===== src/rtl/cdb_arbiter_if.sv =====
// Producer-to-CDB bundle: per-source result handshake plus the registered
// broadcast that every wakeup consumer (ROB, RS, LSB) listens to.
interface cdb_arbiter_if #(
  parameter int N_SRC     = 3,
  parameter int ROB_IDX_W = 5,
  parameter int DATA_W    = 32,
  parameter int ADDR_W    = 32
);

  logic [N_SRC-1:0]           req_valid;
  logic [N_SRC*ROB_IDX_W-1:0] req_rob_id;
  logic [N_SRC*DATA_W-1:0]    req_data;
  logic [N_SRC*ADDR_W-1:0]    req_target;
  logic [N_SRC-1:0]           req_ready;

  logic                       cdb_valid;
  logic [ROB_IDX_W-1:0]       cdb_rob_id;
  logic [DATA_W-1:0]          cdb_data;
  logic [ADDR_W-1:0]          cdb_target;
  logic [1:0]                 cdb_src;

  // Producer / consumer side: posts results, watches the broadcast.
  modport master (
    output req_valid, req_rob_id, req_data, req_target,
    input  req_ready,
    input  cdb_valid, cdb_rob_id, cdb_data, cdb_target, cdb_src
  );

  // Arbiter side.
  modport slave (
    input  req_valid, req_rob_id, req_data, req_target,
    output req_ready,
    output cdb_valid, cdb_rob_id, cdb_data, cdb_target, cdb_src
  );

endinterface


===== src/rtl/cdb_arbiter.sv =====
// Common data bus arbiter. Each producer owns a one-entry holding buffer;
// a round-robin pick chooses one occupied buffer per cycle and drives it onto
// a registered broadcast. A buffer being drained may be refilled on the same
// edge, so a producer issuing every cycle only stalls when it loses arbitration.
// cdb_src is two bits wide, so at most four producers are supported.
module cdb_arbiter #(
  parameter int N_SRC     = 3,
  parameter int ROB_IDX_W = 5,
  parameter int DATA_W    = 32,
  parameter int ADDR_W    = 32
) (
  input  logic         clk,
  input  logic         rst_n,
  input  logic         rdy,
  input  logic         flush,
  cdb_arbiter_if.slave bus
);

  // Pointer starts on the last source so that source 0 has first priority.
  localparam logic [1:0] LAST_RST = 2'(N_SRC - 1);

  logic [N_SRC-1:0]     buf_v;
  logic [ROB_IDX_W-1:0] buf_rob [N_SRC];
  logic [DATA_W-1:0]    buf_data [N_SRC];
  logic [ADDR_W-1:0]    buf_tgt [N_SRC];

  logic [1:0]           last;

  logic [N_SRC-1:0]     grant;
  logic                 have_win;
  logic [1:0]           win;
  logic [ROB_IDX_W-1:0] win_rob;
  logic [DATA_W-1:0]    win_data;
  logic [ADDR_W-1:0]    win_tgt;

  logic                 live;
  logic [N_SRC-1:0]     take;

  logic                 cdb_valid_q;
  logic [ROB_IDX_W-1:0] cdb_rob_q;
  logic [DATA_W-1:0]    cdb_data_q;
  logic [ADDR_W-1:0]    cdb_tgt_q;
  logic [1:0]           cdb_src_q;

  // Nothing moves while frozen or while a flush is being applied.
  assign live = rdy & ~flush;

  // A slot is free if empty or if it is the one being broadcast this edge.
  assign bus.req_ready = {N_SRC{live}} & (~buf_v | grant);
  assign take          = bus.req_valid & bus.req_ready;

  // Round-robin scan starting just after the last winner; the inner loop
  // keeps every index constant so the wrap is a simple compare.
  always_comb begin
    grant    = '0;
    have_win = 1'b0;
    win      = '0;
    for (int k = 1; k <= N_SRC; k++) begin
      for (int i = 0; i < N_SRC; i++) begin
        if (!have_win && buf_v[i] &&
            ((int'(last) + k == i) || (int'(last) + k == i + N_SRC))) begin
          have_win = 1'b1;
          grant[i] = 1'b1;
          win      = 2'(i);
        end
      end
    end
  end

  // One-hot mux of the winning buffer onto the broadcast inputs.
  always_comb begin
    win_rob  = '0;
    win_data = '0;
    win_tgt  = '0;
    for (int i = 0; i < N_SRC; i++) begin
      if (grant[i]) begin
        win_rob  = buf_rob[i];
        win_data = buf_data[i];
        win_tgt  = buf_tgt[i];
      end
    end
  end

  // Holding buffers: a fill wins over the drain of the same slot.
  always_ff @(posedge clk or negedge rst_n) begin
    if (!rst_n) begin
      buf_v <= '0;
      for (int i = 0; i < N_SRC; i++) begin
        buf_rob[i]  <= '0;
        buf_data[i] <= '0;
        buf_tgt[i]  <= '0;
      end
    end else if (rdy) begin
      if (flush) begin
        buf_v <= '0;
      end else begin
        for (int i = 0; i < N_SRC; i++) begin
          if (take[i]) begin
            buf_v[i]    <= 1'b1;
            buf_rob[i]  <= bus.req_rob_id[i*ROB_IDX_W +: ROB_IDX_W];
            buf_data[i] <= bus.req_data[i*DATA_W +: DATA_W];
            buf_tgt[i]  <= bus.req_target[i*ADDR_W +: ADDR_W];
          end else if (grant[i]) begin
            buf_v[i] <= 1'b0;
          end
        end
      end
    end
  end

  // Registered broadcast and round-robin pointer; payload holds when idle.
  always_ff @(posedge clk or negedge rst_n) begin
    if (!rst_n) begin
      cdb_valid_q <= 1'b0;
      cdb_rob_q   <= '0;
      cdb_data_q  <= '0;
      cdb_tgt_q   <= '0;
      cdb_src_q   <= '0;
      last        <= LAST_RST;
    end else if (rdy) begin
      if (flush) begin
        cdb_valid_q <= 1'b0;
      end else if (have_win) begin
        cdb_valid_q <= 1'b1;
        cdb_rob_q   <= win_rob;
        cdb_data_q  <= win_data;
        cdb_tgt_q   <= win_tgt;
        cdb_src_q   <= win;
        last        <= win;
      end else begin
        cdb_valid_q <= 1'b0;
      end
    end
  end

  assign bus.cdb_valid  = cdb_valid_q;
  assign bus.cdb_rob_id = cdb_rob_q;
  assign bus.cdb_data   = cdb_data_q;
  assign bus.cdb_target = cdb_tgt_q;
  assign bus.cdb_src    = cdb_src_q;

endmodule


===== src/flat_wrapper.sv =====
// flat-port wrapper written by rule: the top's interface ports become plain ports
module cdb_arbiter_flat 
#(
  parameter int N_SRC     = 3,
  parameter int ROB_IDX_W = 5,
  parameter int DATA_W    = 32,
  parameter int ADDR_W    = 32
)
  (clk, rst_n, rdy, flush, bus_req_valid, bus_req_rob_id, bus_req_data, bus_req_target, bus_req_ready, bus_cdb_valid, bus_cdb_rob_id, bus_cdb_data, bus_cdb_target, bus_cdb_src);
  cdb_arbiter_if #(.N_SRC(N_SRC), .ROB_IDX_W(ROB_IDX_W), .DATA_W(DATA_W), .ADDR_W(ADDR_W)) bus_i ();
  input  logic clk;
  input  logic rst_n;
  input  logic rdy;
  input  logic flush;
  input wire logic [$bits(bus_i.req_valid)-1:0] bus_req_valid;
  input wire logic [$bits(bus_i.req_rob_id)-1:0] bus_req_rob_id;
  input wire logic [$bits(bus_i.req_data)-1:0] bus_req_data;
  input wire logic [$bits(bus_i.req_target)-1:0] bus_req_target;
  output wire logic [$bits(bus_i.req_ready)-1:0] bus_req_ready;
  output wire logic [$bits(bus_i.cdb_valid)-1:0] bus_cdb_valid;
  output wire logic [$bits(bus_i.cdb_rob_id)-1:0] bus_cdb_rob_id;
  output wire logic [$bits(bus_i.cdb_data)-1:0] bus_cdb_data;
  output wire logic [$bits(bus_i.cdb_target)-1:0] bus_cdb_target;
  output wire logic [$bits(bus_i.cdb_src)-1:0] bus_cdb_src;
  assign bus_i.req_valid = bus_req_valid;
  assign bus_i.req_rob_id = bus_req_rob_id;
  assign bus_i.req_data = bus_req_data;
  assign bus_i.req_target = bus_req_target;
  assign bus_req_ready = bus_i.req_ready;
  assign bus_cdb_valid = bus_i.cdb_valid;
  assign bus_cdb_rob_id = bus_i.cdb_rob_id;
  assign bus_cdb_data = bus_i.cdb_data;
  assign bus_cdb_target = bus_i.cdb_target;
  assign bus_cdb_src = bus_i.cdb_src;
  cdb_arbiter #(.N_SRC(N_SRC), .ROB_IDX_W(ROB_IDX_W), .DATA_W(DATA_W), .ADDR_W(ADDR_W)) u_core (.clk(clk), .rst_n(rst_n), .rdy(rdy), .flush(flush), .bus(bus_i));
endmodule

===== config.mk =====
export PLATFORM = sky130hd
export DESIGN_NAME = cdb_arbiter_flat
export DESIGN_NICKNAME = d
export VERILOG_FILES = /design/src/rtl/cdb_arbiter_if.sv /design/src/rtl/cdb_arbiter.sv /design/src/flat_wrapper.sv
export SDC_FILE = /design/constraint.sdc
export NUM_CORES = 1
export LEC_CHECK = 0
export CORE_MARGIN = 2
export CORE_UTILIZATION = 54
export CTS_CLUSTER_SIZE = 30
export DETAILED_ROUTE_END_ITERATION = 12
export PLACE_DENSITY = 0.89
export SLEW_MARGIN = 25
export SYNTH_ARGS = -nofsm -noshare
export SYNTH_HDL_FRONTEND = slang
export SYNTH_SLANG_ARGS = --single-unit

===== constraint.sdc =====
create_clock -name clk -period 4.06 [get_ports clk]
set_input_delay 0.812 -clock clk [delete_from_list [all_inputs] [get_ports clk]]
set_output_delay 0.812 -clock clk [all_outputs]
set_load 0.01 [all_outputs]

==> reports/qor.txt <==
Reg2Reg Launch Point = u_core.last[1]
Drt first-iter violations = 668
Multi-input gate area = 4830 µm²
CTS H-Tree Depth = 1
Worst R2R Path Depth = 7
PortBufs = 288
Data arrival, critical path = 2.97 ns
Setup TNS = 0 ns
Endpoints failing setup = 0
GPL Wtd Cong = 0.819
Die area = 23900 µm²
Sink Count = 283
Post-DP HPWL = 21.9 mm
Fin crit period = 3.78 ns
Die Y = 155 µm
Critical Path Fanout Max = 4
Post-CTS Setup Inserts = 0
Comb pwr share = 37.3%
Switching power = 4520 µW
Post-Syn Instances = 982
Power Dens Cells = 780 nW/µm²
Peak supply drop = 462 µV
Mean post-synth cell area = 12.5 µm²
RSZ-0062 raised after global routing = no
Final setup margin = 0.281 ns
Final net count = 1448
Launch point of the worst path = u_core.last[1]
Row cnt = 55
CP Launch Type = flip-flop
Critical path class = reg2out
Commonest non-fill, non-tap cell in the layout = clkdlybuf4s50_1
Grt ovf = 0
Final wirelength = 35.6 mm
Max-slew headroom = 34.9%
Leak pwr = 0.00637 µW
CORE AREA = 22400 µm²
Antenna cells = 0
Root Driver = clkbuf_16
Worst Hold Class = in2async
Main synth FF type = dfrtp_1
Design Power = 12800 µW
Asr flop ratio synth = 100%
CTS tree = built
Maximum clock frequency = 265 MHz
Wire per inst = 23.1 µm
Share of cells above drive strength 1 = 22.2%
Crit. End Element = output port
Setup clock skew after layout = 0.00801 ns
First-pass GRT wire length = 55.3 mm
Post-CTS Hold Buffers = 0
Fin crit share = 93.1%
Number of synthesized flops with an enable pin = 0
CTS buffer count = 29
Via density = 6.26
Share of the yosys chip area belonging to registers = 57.7%
Status = complete, no violations
Worst-path clk slew = 0.06 ns
Fillcell total = 1416
Post-synthesis net count = 1199
Final Instance Area = 16400 µm²
Count of final hold-check violations = 0
Largest net degree at the start of global routing = 100
Post-CTS sizing = 0
Layout area overhead = 34.0%
Clock power share = 22.6%
Int Power = 8310 µW
DR vias = 9622
Cell Area, Synth = 12300 µm²
Worst-Margin Slew = 0.977 ns
Seq. cell area = 7080 µm²
Post-layout util = 73.3%
#FFs+latches synth = 283
Drt first pass iters = 5
Maximum clock path buffer count = 3
Drt drc = 0
Sw Ratio = 35.2%
Tot GR Track Use = 29.4%
Antenna Nets Post-Route = 0
WP data required = 3.25 ns
Initial antenna violation count = 1
I/O pins = 289
Most frequent cells in the layout = clkdlybuf4s50_1, dfrtp_1, mux2_2
Max Cap Viol = 0
Die span in x = 155 µm
Max Slew Vio Count = 0
Unique masters post-synth = 37
YS warnings = 0
Reg power frac = 40.1%
Vias in the first global route = 10100
Initial Util = 54.7%
Pre-CTS WS = 0.609 ns
Worst-Skew Late Latency = 0.54 ns
Placed instance area = 15400 µm²
-- flip-flops by register name, summed over array words and instances, names as in the netlist --
name	count
u_core.bus.cdb_valid	1
u_core.bus.cdb_src	2
u_core.bus.cdb_data	32
u_core.bus.cdb_rob_id	5
u_core.buf_tgt	96
u_core.bus.cdb_target	32
u_core.last	1
u_core.buf_data	96
u_core.buf_rob	15
u_core.buf_v	3
-- cell type report --
| cell class | count | area share, % |
|---|---|---|
| Clock buffer | 35 | 4.86 |
| Clock inverter | 18 | 1.54 |
| Multi-Input combinational cell | 605 | 29.4 |
| Tap cell | 285 | 2.17 |
| Timing Repair Buffer | 305 | 18.8 |
| Sequential cell | 283 | 43.1 |
| Inverter | 7 | 0.160 |
-- cells by family (layout without fill, tap and decap cells) --
logic type | Yosys count | in the layout | synth area share, %
and+or+nand+nor | 227 | 227 | 8.56
muxes | 207 | 207 | 19.0
DFF | 283 | 283 | 57.7
buffers and inverters | 94 | 365 | 3.36
adders and majority gates | 3 | 3 | 0.306
AOI/OAI and AO/OA | 168 | 168 | 11.0
-- through the flow --
step	hold WS [ns]	std cells
floorplan	0.459	982
global route	0.364	1538
detailed placement	0.475	1485
finish	0.281	1538
CTS	0.326	1538
global placement	0.469	1485
-- worst paths after layout --
kind / slack, ns / endpoint
setup / recovery: 0.28 / bus_req_ready[2]
hold / removal: 0.28 / u_core.buf_tgt[48]
setup reg to reg: 1.05 / u_core.buf_tgt[60]
hold reg to reg: 0.49 / u_core.buf_tgt[90]
max in group asynchronous: 2.82 / u_core.buf_data[31]
min in group clk: 0.49 / u_core.buf_tgt[90]
-- worst max-delay path, cell delays in order (launching register included) --
cell	delay (ns)
dfstp_2	0.54
inv_1	0.06
ha_1	0.34
inv_2	0.07
a22oi_1	0.31
nand4_1	0.25
a31oi_1	0.23
clkdlybuf4s50_1	0.62
-- synth_stat cells, types with 6 or more instances --
| master | number | share of area [%] |
|---|---|---|
| a21oi_1 | 6 | 0.24 |
| a22oi_1 | 72 | 4.4 |
| a41oi_1 | 70 | 5.0 |
| buf_1 | 6 | 0.18 |
| buf_2 | 23 | 0.94 |
| clkbuf_1 | 52 | 1.6 |
| dfrtp_1 | 282 | 58 |
| inv_1 | 6 | 0.18 |
| mux2_1 | 11 | 1.0 |
| mux2_2 | 196 | 18 |
| nand2_1 | 74 | 2.3 |
| nand4_1 | 70 | 3.6 |
| nor2_1 | 75 | 2.3 |
-- layer usage --
layer	GRT usage, %	wire (µm)	vias to the layer above
met2	49.7	17800	484
met4	11.2	1310	2
met1	37.3	13600	4888
met3	6.72	2900	94
met5	0	14	-
li1	-	-	4154
-- power groups by stage --
| stage | Combinational (µW) | Clock (µW) | Sequential, µW |
|---|---|---|---|
| after floorplan | 2770 | 0 | 4980 |
| after global placement | 4540 | 0 | 5040 |
| after detailed placement | 4740 | 0 | 5130 |
| after CTS | 4790 | 2940 | 5110 |
| after global routing | 5150 | 3060 | 5270 |
| final | 4790 | 2900 | 5150 |
No activity file was read; power rests on OpenSTA's default activity.
